`config.mk`:
```
export PLATFORM = sky130hd
export DESIGN_NAME = conv_stim_gen_flat
export DESIGN_NICKNAME = d
export VERILOG_FILES = /design/src/rtl/conv_stim_gen_if.sv /design/src/rtl/conv_stim_gen.sv /design/src/flat_wrapper.sv
export SDC_FILE = /design/constraint.sdc
export NUM_CORES = 1
export LEC_CHECK = 0
export ABC_AREA = 1
export CAP_MARGIN = 20
export CORE_ASPECT_RATIO = 0.8
export CORE_MARGIN = 3
export CORE_UTILIZATION = 30
export DETAILED_ROUTE_END_ITERATION = 6
export PLACE_DENSITY = 0.52
export REMOVE_ABC_BUFFERS = 1
export SYNTH_ARGS = -nofsm -noshare
export SYNTH_HDL_FRONTEND = slang
export SYNTH_SLANG_ARGS = --single-unit
```
`constraint.sdc`:
```
create_clock -name clk -period 1.5 [get_ports clk]
set_input_delay 0.225 -clock clk [delete_from_list [all_inputs] [get_ports clk]]
set_output_delay 0.225 -clock clk [all_outputs]
set_load 0.02 [all_outputs]
```
`src/rtl/conv_stim_gen_if.sv`:
```
// Output bundle of conv_stim_gen: one coded frame plus its info bits, frame counter and
// a valid/ready handshake.
//   out_valid  master->slave  para_out/test_data/frame_cnt hold a complete frame
//   out_ready  slave->master  consumer accepts the frame on an edge where out_valid=1
//   para_out   master->slave  coded frame, bit 2i = c0 of symbol i, bit 2i+1 = c1
//   test_data  master->slave  info bits of the frame, bit i = symbol i
//   frame_cnt  master->slave  frames loaded into the output register, wraps at 2^16
interface conv_stim_gen_if #(
  parameter int unsigned FRAME_SYMS = 8
);
  logic                      out_valid;
  logic                      out_ready;
  logic [2*FRAME_SYMS-1:0]   para_out;
  logic [FRAME_SYMS-1:0]     test_data;
  logic [15:0]               frame_cnt;

  modport master (
    output out_valid,
    output para_out,
    output test_data,
    output frame_cnt,
    input  out_ready
  );

  modport slave (
    input  out_valid,
    input  para_out,
    input  test_data,
    input  frame_cnt,
    output out_ready
  );
endinterface

```
`src/rtl/conv_stim_gen.sv`:
```
// Rate-1/2 convolutional-code stimulus source.
// Info bit (LFSR or external) -> constraint-length-K encoder -> frame packer -> valid/ready.
//   clk      posedge clock
//   rst      asynchronous active-low reset
//   enable   1: advance one info bit per cycle unless the completing step is stalled
//   ext_sel  1: info bit from ext_bit, 0: info bit from lfsr[0]
//   ext_bit  external info bit, sampled on a step
//   out_if   master side of the frame handshake (see conv_stim_gen_if)
module conv_stim_gen #(
  parameter int unsigned    FRAME_SYMS = 8,
  parameter int unsigned    K          = 3,
  parameter logic [K-1:0]   G0         = 3'b111,
  parameter logic [K-1:0]   G1         = 3'b101,
  parameter logic [15:0]    SEED       = 16'hACE1,
  parameter bit             TAIL_EN    = 1'b0
) (
  input  logic             clk,
  input  logic             rst,
  input  logic             enable,
  input  logic             ext_sel,
  input  logic             ext_bit,
  conv_stim_gen_if.master  out_if
);

  localparam int unsigned SYM_W = $clog2(FRAME_SYMS);
  localparam logic [SYM_W-1:0] LAST_SYM   = SYM_W'(FRAME_SYMS - 1);
  localparam logic [SYM_W-1:0] TAIL_START = SYM_W'(FRAME_SYMS - (K - 1));

  typedef enum logic {
    OUT_EMPTY,
    OUT_FULL
  } out_state_t;

  out_state_t                state, state_nxt;

  logic [15:0]               lfsr, lfsr_nxt;
  logic [K-2:0]              sr;
  logic [SYM_W-1:0]          sym, sym_nxt;
  logic [2*FRAME_SYMS-1:0]   acc, acc_nxt;
  logic [FRAME_SYMS-1:0]     dacc, dacc_nxt;
  logic [2*FRAME_SYMS-1:0]   para_q;
  logic [FRAME_SYMS-1:0]     data_q;
  logic [15:0]               cnt_q;

  logic                      last, stall, step, tail, lfsr_src, info, c0, c1;
  logic [K-1:0]              w;

  // ---------------------------------------------------------------------------
  // Step decode and datapath
  // ---------------------------------------------------------------------------
  always_comb begin
    last     = (sym == LAST_SYM);
    // Only the frame-completing step can collide with an unread output frame.
    stall    = last && (state == OUT_FULL) && !out_if.out_ready;
    step     = enable && !stall;
    tail     = TAIL_EN && (sym >= TAIL_START);
    lfsr_src = !tail && !ext_sel;

    if (tail)         info = 1'b0;
    else if (ext_sel) info = ext_bit;
    else              info = lfsr[0];

    w  = {info, sr};
    c0 = ^(w & G0);
    c1 = ^(w & G1);

    lfsr_nxt = {lfsr[0] ^ lfsr[2] ^ lfsr[3] ^ lfsr[5], lfsr[15:1]};
    sym_nxt  = last ? '0 : sym + 1'b1;

    // Merge the current symbol so the completing step can load the output
    // register in the same edge without a bubble.
    acc_nxt  = acc;
    dacc_nxt = dacc;
    for (int unsigned i = 0; i < FRAME_SYMS; i++) begin
      if (sym == SYM_W'(i)) begin
        acc_nxt[2*i +: 2] = {c1, c0};
        dacc_nxt[i]       = info;
      end
    end
  end

  // ---------------------------------------------------------------------------
  // Output frame register state
  // ---------------------------------------------------------------------------
  always_comb begin
    state_nxt = state;
    unique case (state)
      OUT_EMPTY: if (step && last) state_nxt = OUT_FULL;
      OUT_FULL: begin
        // A completing step on the consume edge refills immediately.
        if (step && last)         state_nxt = OUT_FULL;
        else if (out_if.out_ready) state_nxt = OUT_EMPTY;
      end
      default: state_nxt = OUT_EMPTY;
    endcase
  end

  always_ff @(posedge clk or negedge rst) begin
    if (!rst) state <= OUT_EMPTY;
    else      state <= state_nxt;
  end

  // ---------------------------------------------------------------------------
  // Generator state, packer buffers and output frame
  // ---------------------------------------------------------------------------
  always_ff @(posedge clk or negedge rst) begin
    if (!rst) begin
      lfsr   <= SEED;
      sr     <= '0;
      sym    <= '0;
      acc    <= '0;
      dacc   <= '0;
      para_q <= '0;
      data_q <= '0;
      cnt_q  <= '0;
    end else if (step) begin
      if (lfsr_src) lfsr <= lfsr_nxt;
      sr   <= w[K-1:1];
      sym  <= sym_nxt;
      acc  <= acc_nxt;
      dacc <= dacc_nxt;
      if (last) begin
        para_q <= acc_nxt;
        data_q <= dacc_nxt;
        cnt_q  <= cnt_q + 16'd1;
      end
    end
  end

  assign out_if.out_valid = (state == OUT_FULL);
  assign out_if.para_out  = para_q;
  assign out_if.test_data = data_q;
  assign out_if.frame_cnt = cnt_q;

endmodule
```
`src/flat_wrapper.sv`:
```
// flat-port wrapper written by rule: the top's interface ports become plain ports
module conv_stim_gen_flat 
#(
  parameter int unsigned    FRAME_SYMS = 8,
  parameter int unsigned    K          = 3,
  parameter logic [K-1:0]   G0         = 3'b111,
  parameter logic [K-1:0]   G1         = 3'b101,
  parameter logic [15:0]    SEED       = 16'hACE1,
  parameter bit             TAIL_EN    = 1'b0
)
  (clk, rst, enable, ext_sel, ext_bit, out_if_out_valid, out_if_para_out, out_if_test_data, out_if_frame_cnt, out_if_out_ready);
  conv_stim_gen_if #(.FRAME_SYMS(FRAME_SYMS)) out_if_i ();
  input  logic clk;
  input  logic rst;
  input  logic enable;
  input  logic ext_sel;
  input  logic ext_bit;
  output wire logic [$bits(out_if_i.out_valid)-1:0] out_if_out_valid;
  output wire logic [$bits(out_if_i.para_out)-1:0] out_if_para_out;
  output wire logic [$bits(out_if_i.test_data)-1:0] out_if_test_data;
  output wire logic [$bits(out_if_i.frame_cnt)-1:0] out_if_frame_cnt;
  input wire logic [$bits(out_if_i.out_ready)-1:0] out_if_out_ready;
  assign out_if_out_valid = out_if_i.out_valid;
  assign out_if_para_out = out_if_i.para_out;
  assign out_if_test_data = out_if_i.test_data;
  assign out_if_frame_cnt = out_if_i.frame_cnt;
  assign out_if_i.out_ready = out_if_out_ready;
  conv_stim_gen #(.FRAME_SYMS(FRAME_SYMS), .K(K), .G0(G0), .G1(G1), .SEED(SEED), .TAIL_EN(TAIL_EN)) u_core (.clk(clk), .rst(rst), .enable(enable), .ext_sel(ext_sel), .ext_bit(ext_bit), .out_if(out_if_i));
endmodule
```
==> results of run 1 <==
## cells in the mapped netlist
master | instances | area share
a21oi_1 | 2 | 0.0026
nand2_4 | 3 | 0.0087
nand3_2 | 5 | 0.013
ha_1 | 7 | 0.022
nand2_2 | 2 | 0.0032
nand4_1 | 2 | 0.0032
nand2_1 | 183 | 0.18
or2_1 | 1 | 0.0016
nor2_4 | 1 | 0.0029
nand3b_1 | 8 | 0.015
o21ai_0 | 33 | 0.042
nor2_1 | 15 | 0.014
clkinv_1 | 1 | 0.00096
clkbuf_1 | 1 | 0.00096
buf_2 | 10 | 0.013
inv_1 | 26 | 0.025
buf_6 | 1 | 0.0029
dfstp_2 | 8 | 0.054
or2_2 | 13 | 0.021
buf_4 | 4 | 0.0077
nor2_2 | 1 | 0.0016
nand3_1 | 45 | 0.058
inv_2 | 2 | 0.0019
o21ai_1 | 7 | 0.0090
xnor2_1 | 2 | 0.0045
clkbuf_4 | 1 | 0.0019
xor2_1 | 5 | 0.011
dfrtp_1 | 75 | 0.48
## registers in the layout, indices dropped and copies added, names as in the netlist
| name | flops |
|---|---|
| u_core.out_if.para_out | 16 |
| u_core.out_if.frame_cnt | 16 |
| u_core.dacc | 7 |
| u_core.out_if.test_data | 8 |
| u_core.acc | 14 |
| u_core.sym | 3 |
| u_core.sr | 2 |
| u_core.out_if.out_valid | 1 |
| u_core.lfsr | 16 |
## worst reg2reg max path: stages, from the launching register on
cell	delay, ns
dfrtp_1	0.41
ha_4	0.19
ha_4	0.17
nand3_4	0.11
inv_2	0.07
buf_4	0.16
buf_4	0.14
o21ai_2	0.09
inv_1	0.05
## layout make-up
class	count	area share
Timing Repair Buffer	85	0.145
Inverter	29	0.0208
Tap cell	171	0.0400
Clock inverter	6	0.0210
Sequential cell	83	0.390
Clock buffer	10	0.0447
Multi-Input combinational cell	335	0.338
## worst max-delay path by stage
| stage | to | cells after the start |
|---|---|---|
| final | u_core.out_if.para_out[14] | 8 |
| after CTS | u_core.out_if.para_out[4] | 9 |
| after global placement | u_core.out_if.para_out[6] | 8 |
| after floorplan | u_core.lfsr[2] | 6 |
| after global routing | u_core.out_if.frame_cnt[12] | 8 |
| after detailed placement | u_core.out_if.para_out[6] | 8 |
## metrics by stage
stage	TNS, ns	std cells	power, uW	setup slack [ns]
final	0	719	9330	0.0113
after global routing	-0.775	719	9960	-0.0515
after CTS	0	718	9130	0.00506
after detailed placement	-7.31	699	6660	-0.163
after global placement	-5.13	699	6590	-0.142
after floorplan	-48.62	447	5240	-1.04
## where the power goes
group          switching (uW)  internal, uW  total (uW)
Clock                     885          1670        2560
Sequential                472          3040        3510
Combinational            1840          1420        3260
## what timing repair did
item / 4_1_cts / 5_1_grt
endpoints found under the setup margin: 106 / 68
hold buffers: 1 / 0
setup buffers: 1 / 2
pin swaps: 1 / 6
hold endpoints to repair: 21 / 0
gates resized for setup: 62 / 63
cloned: 1 / 0
## metal layers
layer	vias up	wire length, microns	global-route usage
met1	1554	4460	0.184
met5	-	0	0
met2	50	4240	0.209
met3	10	332	0.0307
met4	0	131	0.0345
li1	1644	-	-
## kinds of logic after synthesis
| family | count (synthesis) | share of synthesized area |
|---|---|---|
| flip-flops | 83 | 0.535 |
| buffers and inverters | 46 | 0.0542 |
| AO/OA/AOI/OAI | 42 | 0.0539 |
| adder cells (fa/ha/maj) | 7 | 0.0225 |
| AND/OR/NAND/NOR | 279 | 0.319 |
| XOR/XNOR | 7 | 0.0157 |
==> impl_metrics.toml, run 1 <==
[run_status]
outcome = "completed"

[finish]
area_growth_syn_to_layout_pct = 37.2
ff_latch_area_sq_um = 2090
finish.utilization = 0.430
finalInstanceArea_sq_um = 5350
diodes = 0
fin_nets = 556
layout_commonest_cell = "nand2_1"
nFillCells = 1246
drive_above_1_share = 0.241
mostFrequentLayoutCells = "nand2_1, dfrtp_1, dlygate4sd2_1"
multiInputGateArea_sq_um = 1810

[route]
via_per_inst = 4.53
routed_wl_microns = 9170
initialDrtViolationCount = 233
drt-wirelength-per-cell_microns = 12.8
ant_nets = 0
vias = 3258
drc = 0
firstDrtPassIters = 4

[critical_path]
critical_path_required_ns = 1.72
reg2reg_depth = 8
cp_slowest_cell = "dfrtp_1"
worstSetupEndpointType = "flip-flop"
cp-start-kind = "flip-flop"
r2r_start = "u_core.sym[1]"
ff2ff_setup_slack_ns = 0.01
max_stage_delay_ns = 0.41
cp.arrival_ns = 1.71
crit_fanout = 6
crit_family = "buffers and inverters"
r2r_end = "u_core.out_if.para_out[14]"
path_buf_inv = 4
critical_path_class = "flip-flop to flip-flop"
crit_start = "u_core.sym[1]"
crit_chain = "ha_4 > ha_4 > nand3_4 > inv_2 > buf_4 > buf_4 > o21ai_2 > inv_1"

[placed_design]
io_buffers = 46
postPlaceCellArea_sq_um = 4770
dp_hpwl_microns = 6450
gp_congestion = 0.742

[job]
cap_viol_max_count = 0

[synth]
avgSynthCellArea_sq_um = 8.41
ys_warn_count = 0
ys_ff_latch = 83
syn-cell-area_sq_um = 3900
synth-seq-area-share = 0.535
syn_inst = 464
synth_cell_types = 28

[floorplanning]
die_area_sq_um = 14400
die_h_microns = 108
die_width_microns = 133
io_pins = 47
core_area_sq_um = 12400
initial_utilization = 0.314
rows = 36

[pwr]
p_per_area_nw_per_um2 = 1740
p_leak_uw = 0.00272
vdd_drop_max_uv = 798

[cts]
clock-sinks = 83
clkTransAtPathRegs_ns = 0.06
htree_levels = 3
clkLatencyLatePin_ns = 0.33
cts_root_buffer = "clkbuf_16"
cts_buffer_depth = 2
cts_tree = "done"
cts_buffers = 9

[grt]
grt_overflow = 0
grt_max_degree = 32
antenna_found_initial = 0
grtUsageTotal = 0.132
grt_pass1_vias = 3163
grt_pass1_wl_microns = 15500

[sta]
maxSlewViolCount = 0
fmax_mhz = 672
setup_viol = 0
finalHoldViolCount = 0
fin_skew_ns = 0.00444
whs_ns = 0.382
fin_crit_sh = 0.992
period_needed_ns = 1.49
rsz0062_at_grt = "yes"
slew_headroom = 0.692
worst_pin_slew_ns = 0.462

[min_path]
min_path_type = "input pin to asynchronous set/reset pin"
Note: power is estimated with default switching activity, not from simulation.
==> inputs of run 2 (changes only) <==
--- a/config.mk
+++ b/config.mk
@@ -6,6 +6,7 @@
 export NUM_CORES = 1
 export LEC_CHECK = 0
 export ABC_AREA = 1
+export ABC_CLOCK_PERIOD_IN_PS = 1500
 export CAP_MARGIN = 20
 export CORE_ASPECT_RATIO = 0.8
 export CORE_MARGIN = 3
==> results of run 2 <==
Same layout as run 1: the final DEF is identical, and so are final timing and power.
